### src/rtl/mem_port_arbiter.sv
// Arbiter sharing one single-ported unified memory between the IF and MEM pipeline stages.
// MEM has priority; IF gets a forced grant after STARVE_MAX consecutive contended losses.
module mem_port_arbiter #(
  parameter int unsigned ADDR_W     = 32,
  parameter int unsigned DATA_W     = 32,
  parameter int unsigned STARVE_MAX = 4
) (
  input  logic              clk,
  input  logic              rst_n,
  // Instruction fetch side
  input  logic              if_req,
  input  logic [ADDR_W-1:0] if_addr,
  input  logic              flush,
  output logic              if_valid,
  output logic [DATA_W-1:0] if_rdata,
  // Load/store side
  input  logic              mem_req,
  input  logic              mem_we,
  input  logic [3:0]        mem_be,
  input  logic [ADDR_W-1:0] mem_addr,
  input  logic [DATA_W-1:0] mem_wdata,
  output logic              mem_done,
  output logic [DATA_W-1:0] mem_rdata,
  // Pipeline stalls
  output logic              stall_if,
  output logic              stall_mem,
  // Memory port
  output logic              ram_req,
  output logic              ram_we,
  output logic [3:0]        ram_be,
  output logic [ADDR_W-1:0] ram_addr,
  output logic [DATA_W-1:0] ram_wdata,
  input  logic [DATA_W-1:0] ram_rdata,
  input  logic              ram_ready
);

  localparam int unsigned CntW = (STARVE_MAX < 1) ? 1 : $clog2(STARVE_MAX + 1);
  localparam logic [CntW-1:0] StarveLim = CntW'(STARVE_MAX);

  typedef enum logic [1:0] {
    StIdle,
    StBusyIf,
    StBusyMem,
    StDrain
  } state_e;

  state_e            state_q, state_d;
  logic [CntW-1:0]   starve_q, starve_d;
  logic              ram_req_q, ram_req_d;
  logic              ram_we_q, ram_we_d;
  logic [3:0]        ram_be_q, ram_be_d;
  logic [ADDR_W-1:0] ram_addr_q, ram_addr_d;
  logic [DATA_W-1:0] ram_wdata_q, ram_wdata_d;
  logic [DATA_W-1:0] if_rdata_q, if_rdata_d;
  logic [DATA_W-1:0] mem_rdata_q, mem_rdata_d;
  logic              if_valid_q, if_valid_d;
  logic              mem_done_q, mem_done_d;

  logic mem_elig, if_elig, grant_if, grant_mem;

  // A requester whose done pulse is high is advancing this edge, so it is not re-granted.
  assign mem_elig  = mem_req & ~mem_done_q;
  assign if_elig   = if_req & ~if_valid_q & ~flush;
  assign grant_if  = if_elig & (~mem_elig | (starve_q == StarveLim));
  assign grant_mem = mem_elig & ~grant_if;

  always_comb begin
    state_d     = state_q;
    starve_d    = starve_q;
    ram_req_d   = ram_req_q;
    ram_we_d    = ram_we_q;
    ram_be_d    = ram_be_q;
    ram_addr_d  = ram_addr_q;
    ram_wdata_d = ram_wdata_q;
    if_rdata_d  = if_rdata_q;
    mem_rdata_d = mem_rdata_q;
    if_valid_d  = 1'b0;
    mem_done_d  = 1'b0;

    unique case (state_q)
      StIdle: begin
        if (grant_mem) begin
          state_d     = StBusyMem;
          ram_req_d   = 1'b1;
          ram_we_d    = mem_we;
          ram_be_d    = mem_be;
          ram_addr_d  = mem_addr;
          ram_wdata_d = mem_wdata;
          if (if_elig && (starve_q != StarveLim)) begin
            starve_d = starve_q + CntW'(1);
          end
        end else if (grant_if) begin
          state_d    = StBusyIf;
          ram_req_d  = 1'b1;
          ram_we_d   = 1'b0;
          ram_be_d   = 4'hF;
          ram_addr_d = if_addr;
          starve_d   = '0;
        end
      end

      StBusyMem: begin
        if (ram_ready) begin
          state_d    = StIdle;
          ram_req_d  = 1'b0;
          ram_we_d   = 1'b0;
          mem_done_d = 1'b1;
          if (!ram_we_q) begin
            mem_rdata_d = ram_rdata;
          end
        end
      end

      StBusyIf: begin
        if (ram_ready) begin
          state_d   = StIdle;
          ram_req_d = 1'b0;
          if (!flush) begin
            if_rdata_d = ram_rdata;
            if_valid_d = 1'b1;
          end
        end else if (flush) begin
          state_d = StDrain;
        end
      end

      // Squashed fetch still owns the memory until it completes; its data is dropped.
      StDrain: begin
        if (ram_ready) begin
          state_d   = StIdle;
          ram_req_d = 1'b0;
        end
      end

      default: begin
        state_d   = StIdle;
        ram_req_d = 1'b0;
        ram_we_d  = 1'b0;
      end
    endcase
  end

  always_ff @(posedge clk) begin
    if (!rst_n) begin
      state_q     <= StIdle;
      starve_q    <= '0;
      ram_req_q   <= 1'b0;
      ram_we_q    <= 1'b0;
      ram_be_q    <= '0;
      ram_addr_q  <= '0;
      ram_wdata_q <= '0;
      if_rdata_q  <= '0;
      mem_rdata_q <= '0;
      if_valid_q  <= 1'b0;
      mem_done_q  <= 1'b0;
    end else begin
      state_q     <= state_d;
      starve_q    <= starve_d;
      ram_req_q   <= ram_req_d;
      ram_we_q    <= ram_we_d;
      ram_be_q    <= ram_be_d;
      ram_addr_q  <= ram_addr_d;
      ram_wdata_q <= ram_wdata_d;
      if_rdata_q  <= if_rdata_d;
      mem_rdata_q <= mem_rdata_d;
      if_valid_q  <= if_valid_d;
      mem_done_q  <= mem_done_d;
    end
  end

  assign ram_req   = ram_req_q;
  assign ram_we    = ram_we_q;
  assign ram_be    = ram_be_q;
  assign ram_addr  = ram_addr_q;
  assign ram_wdata = ram_wdata_q;
  assign if_valid  = if_valid_q;
  assign if_rdata  = if_rdata_q;
  assign mem_done  = mem_done_q;
  assign mem_rdata = mem_rdata_q;

  assign stall_mem = mem_req & ~mem_done_q;
  assign stall_if  = (if_req & ~if_valid_q) | stall_mem | (state_q == StDrain);

`ifndef SYNTHESIS
  a_one_pulse: assert property (@(posedge clk) disable iff (!rst_n) !(if_valid_q && mem_done_q));
  a_req_hold: assert property (@(posedge clk) disable iff (!rst_n)
    (ram_req_q && !ram_ready) |=> (ram_req_q && $stable(ram_addr_q) && $stable(ram_we_q)));
`endif

endmodule

### config.mk
export PLATFORM = sky130hd
export DESIGN_NAME = mem_port_arbiter
export DESIGN_NICKNAME = d
export VERILOG_FILES = /design/src/rtl/mem_port_arbiter.sv
export SDC_FILE = /design/constraint.sdc
export NUM_CORES = 1
export LEC_CHECK = 0
export ABC_CLOCK_PERIOD_IN_PS = 1700
export BUFFER_PORTS_ARGS = -buffer_cell sky130_fd_sc_hd__buf_2
export CORE_ASPECT_RATIO = 0.5
export CORE_UTILIZATION = 40
export CTS_CLUSTER_DIAMETER = 50
export DETAILED_ROUTE_END_ITERATION = 16
export GPL_ROUTABILITY_DRIVEN = 1
export HOLD_SLACK_MARGIN = 0.05
export PLACE_DENSITY = 0.73
export SLEW_MARGIN = 5
export SYNTH_ARGS = -nofsm -noshare
export SYNTH_HDL_FRONTEND = slang
export SYNTH_SLANG_ARGS = --single-unit
### constraint.sdc
create_clock -name clk -period 1.7 [get_ports clk]
set_clock_uncertainty 0.2 [all_clocks]
set_input_delay 0.34 -clock clk [delete_from_list [all_inputs] [get_ports clk]]
set_output_delay 0.34 -clock clk [all_outputs]
set_load 0.01 [all_outputs]
==> summary.json <==
{
  "grt_remaining_overflow": {"value": 0},
  "portion_of_the_post_synthesis_area_used_by_sequential_elements": {"value": 51.98, "unit": "%"},
  "drt_drc_violations_left": {"value": 0},
  "post_synthesis_to_final_layout_area_growth": {"value": 79.03, "unit": "%"},
  "mappedNetlistArea": {"value": 5430, "unit": "µm²"},
  "postSynth.topFlopCell": {"value": "sky130_fd_sc_hd__dfxtp_1"},
  "wire_length_of_the_first_global_routing_pass": {"value": 31.11, "unit": "mm"},
  "crit_fanout": {"value": 3},
  "maximum_number_of_pins_on_one_net_before_global_route_repair": {"value": 44},
  "timing.hold.worst.class": {"value": "in -> reg"},
  "detail-route-antenna-nets": {"value": 0},
  "maxSlewHeadroom": {"value": 77.50, "unit": "%"},
  "final_cell_area": {"value": 9722, "unit": "µm²"},
  "clkTransAtPathRegs": {"value": 0.06, "unit": "ns"},
  "dr_total_vias": {"value": 6750},
  "layout-drive-gt1-share": {"value": 42.29, "unit": "%"},
  "timing.final.ws_setup": {"value": -0.1724, "unit": "ns"},
  "finalWeightedCongestion": {"value": 0.8083},
  "placed_area": {"value": 7222, "unit": "µm²"},
  "critical_path_arrival": {"value": 1.33, "unit": "ns"},
  "finish.utilization": {"value": 75.05, "unit": "%"},
  "worstMarginPinSlew": {"value": 0.3360, "unit": "ns"},
  "design.portCount": {"value": 277},
  "setup_viol_count_final": {"value": 74},
  "yosysWarnings": {"value": 0},
  "failed_checks": {"value": "negative setup slack"},
  "firstDrtPassIters": {"value": 5},
  "max_slew_violation_total_from_the_final_report": {"value": 0},
  "floorplan.core_area": {"value": 12950, "unit": "µm²"},
  "multi_input_comb_area": {"value": 2669, "unit": "µm²"},
  "tritoncts": {"value": "built"},
  "tritoncts_num_sinks": {"value": 141},
  "area.sequential": {"value": 2833, "unit": "µm²"},
  "detail_route.wirelength": {"value": 22.99, "unit": "mm"},
  "worstSetupPathType": {"value": "reg -> out"},
  "clock_insertion_delay_worst_skew": {"value": 0.41, "unit": "ns"},
  "cts-htree-levels": {"value": 4},
  "syn_avg_cell_area": {"value": 8.129, "unit": "µm²"},
  "critical_path.endpoint_type": {"value": "output port"},
  "timing.final.hold_violations": {"value": 0},
  "antenna_cell_count": {"value": 0},
  "drt_iter0_drc": {"value": 620},
  "avgViaCountPerCell": {"value": 5.307},
  "power_density_of_the_placed_cells": {"value": 954.4, "unit": "nW/µm²"},
  "root_buffer": {"value": "sky130_fd_sc_hd__clkbuf_16"},
  "antenna_violations_before_repair": {"value": 0},
  "final_routed_wire_length_divided_by_cell_count": {"value": 18.07, "unit": "µm"},
  "cts_buffers": {"value": 17},
  "num-fill-cells": {"value": 795},
  "outcome": {"value": "complete, but fails checks"},
  "grt_pass1_vias": {"value": 6441},
  "post_dp_hpwl": {"value": 11.27, "unit": "mm"},
  "irDropWorstVdd": {"value": 640.4, "unit": "µV"},
  "final_period_minus_worst_setup_slack": {"value": 1.872, "unit": "ns"},
  "syn-instance-count": {"value": 668},
  "final_nets": {"value": 1230},
  "die_area": {"value": 14070, "unit": "µm²"},
  "die_w": {"value": 166.8, "unit": "µm"},
  "ctsLongestPathBuffers": {"value": 2},
  "synth_fp_nets": {"value": 809},
  "power.leakage": {"value": 0.004416, "unit": "µW"},
  "track_usage": {"value": 27.76, "unit": "%"},
  "finish.cell_count_without_fillers": {"value": 1272},
  "post-route-period-util": {"value": 110.1, "unit": "%"},
  "synth_async_sr_flop_share": {"value": 0, "unit": "%"},
  "count_of_buffers_from_port_buffering": {"value": 276},
  "max_freq": {"value": 0.5341, "unit": "GHz"},
  "dieHeight": {"value": 84.39, "unit": "µm"},
  "start_util": {"value": 41.92, "unit": "%"},
  "drv_cap": {"value": 0},
  "rsz0062_at_grt": {"value": "true"},
  "cp.required": {"value": 1.16, "unit": "ns"},
  "number_of_placed_instances_with_taps_included": {"value": 1094},
  "post-place-ws": {"value": -0.2341, "unit": "ns"},
  "postSynthRegisterBits": {"value": 141},
  "number_of_rows_created_at_floorplan": {"value": 29},
  "synth_edf_count": {"value": 0},
  "netlist-cell-type-count": {"value": 36},
  "critPathLaunchType": {"value": "register"}
}
==> Yosys cell counts, types with 2 or more instances <==
library cell	number	share of area [%]
sky130_fd_sc_hd__nand2_1	205	14
sky130_fd_sc_hd__a21oi_1	142	13
sky130_fd_sc_hd__dfxtp_1	141	52
sky130_fd_sc_hd__o21ai_0	34	3.1
sky130_fd_sc_hd__clkbuf_1	27	1.9
sky130_fd_sc_hd__a21oi_2	25	4.0
sky130_fd_sc_hd__nand2_2	25	2.9
sky130_fd_sc_hd__buf_2	18	1.7
sky130_fd_sc_hd__nor2_1	9	0.62
sky130_fd_sc_hd__buf_6	4	0.83
sky130_fd_sc_hd__inv_1	4	0.28
sky130_fd_sc_hd__o22ai_1	4	0.46
sky130_fd_sc_hd__ha_1	2	0.46
sky130_fd_sc_hd__nand3_1	2	0.18
sky130_fd_sc_hd__nor2b_1	2	0.23
sky130_fd_sc_hd__nor3_1	2	0.18
sky130_fd_sc_hd__o21ai_4	2	0.60
sky130_fd_sc_hd__or2_2	2	0.23
==> path summary, 6_finish.rpt <==
kind                     start            to  slack [ns]  cells after the start
hold reg to reg   if_rdata[22]  if_rdata[22]        0.25                      2
setup / recovery      mem_done      stall_if       -0.17                      4
setup reg to reg      mem_done  ram_addr[30]       -0.17                      7
hold / removal     mem_addr[1]   ram_addr[1]        0.06                      3
==> state kept, by name (all words and copies together) (netlist names) <==
register,flops
if_rdata,32
if_valid,1
mem_done,1
mem_rdata,32
ram_addr,32
ram_be,4
ram_req,1
ram_wdata,32
ram_we,1
starve_q,3
state_q,2
==> through the flow <==
step | power [µW] | hold WS [ns] | setup TNS (ns)
floorplan | 4428 | 0.2492 | -0.7081
global placement | 5025 | 0.2392 | -11.94
detailed placement | 5056 | 0.2441 | -13.86
CTS | 8891 | 0.05521 | -6.749
global route | 9610 | 0.06813 | -9.385
finish | 9279 | 0.06053 | -5.927
==> area by class of cell <==
cell class | count | area share (%)
repair buffers | 453 | 35.01
flip-flops and latches | 141 | 29.14
multi-input cells | 471 | 27.45
clock buffers | 20 | 4.801
well taps | 170 | 2.188
clock inverters | 12 | 1.158
inverters | 5 | 0.2574
==> power by group <==
part	switching (µW)	leakage (µW)	total, µW	internal (µW)
Sequential	148	0.00115	3670	3520
Combinational	1010	0.00299	1970	962
Clock	1500	0.000271	3640	2140
==> worst max-delay path, stage by stage (launching register included) <==
cell and delay [ns]:
sky130_fd_sc_hd__dfxtp_2 0.34, sky130_fd_sc_hd__nand2b_4 0.15, sky130_fd_sc_hd__inv_6 0.04, sky130_fd_sc_hd__a221o_1 0.25, sky130_fd_sc_hd__buf_2 0.15
==> routing by layer <==
layer	up-vias	wire, µm	track usage (%)	part of all wire [%]
li1	3070	-	-	-
met5	-	0	0	0
met3	117	1763	6.035	7.7
met4	0	1346	17.34	5.9
met1	3150	8493	29.48	37
met2	413	11390	51.03	50
==> what timing repair did <==
item	in CTS	in global routing
setup buffers	3	2
hold buffers	131	0
resized for setup	12	79
setup endpoints to repair	76	78
pin swaps	1	49
hold endpoints to repair	133	0
cloned	0	11
==> logic make-up (layout without fill, tap and decap cells) <==
logic type | Yosys count | count (layout) | synth area share, %
AOI/OAI and AO/OA | 213 | 213 | 22.42
adders and majority gates | 2 | 2 | 0.4608
buffers and inverters | 56 | 490 | 4.931
DFF | 141 | 141 | 51.98
and+or+nand+nor | 256 | 256 | 20.21
==> cells in the final DEF (no fill, tap or decap), types with 4 or more instances in the layout <==
| cell | instances |
|---|---|
| sky130_fd_sc_hd__a21oi_1 | 130 |
| sky130_fd_sc_hd__a21oi_2 | 35 |
| sky130_fd_sc_hd__buf_12 | 17 |
| sky130_fd_sc_hd__buf_2 | 275 |
| sky130_fd_sc_hd__buf_4 | 16 |
| sky130_fd_sc_hd__buf_6 | 4 |
| sky130_fd_sc_hd__clkbuf_16 | 24 |
| sky130_fd_sc_hd__clkinvlp_4 | 5 |
| sky130_fd_sc_hd__dfxtp_1 | 137 |
| sky130_fd_sc_hd__dlygate4sd3_1 | 131 |
| sky130_fd_sc_hd__nand2_1 | 183 |
| sky130_fd_sc_hd__nand2_2 | 21 |
| sky130_fd_sc_hd__nand2_4 | 26 |
| sky130_fd_sc_hd__nor2_1 | 8 |
| sky130_fd_sc_hd__o21ai_0 | 33 |
| sky130_fd_sc_hd__o22ai_2 | 4 |
(Power assumes the default switching activity.)
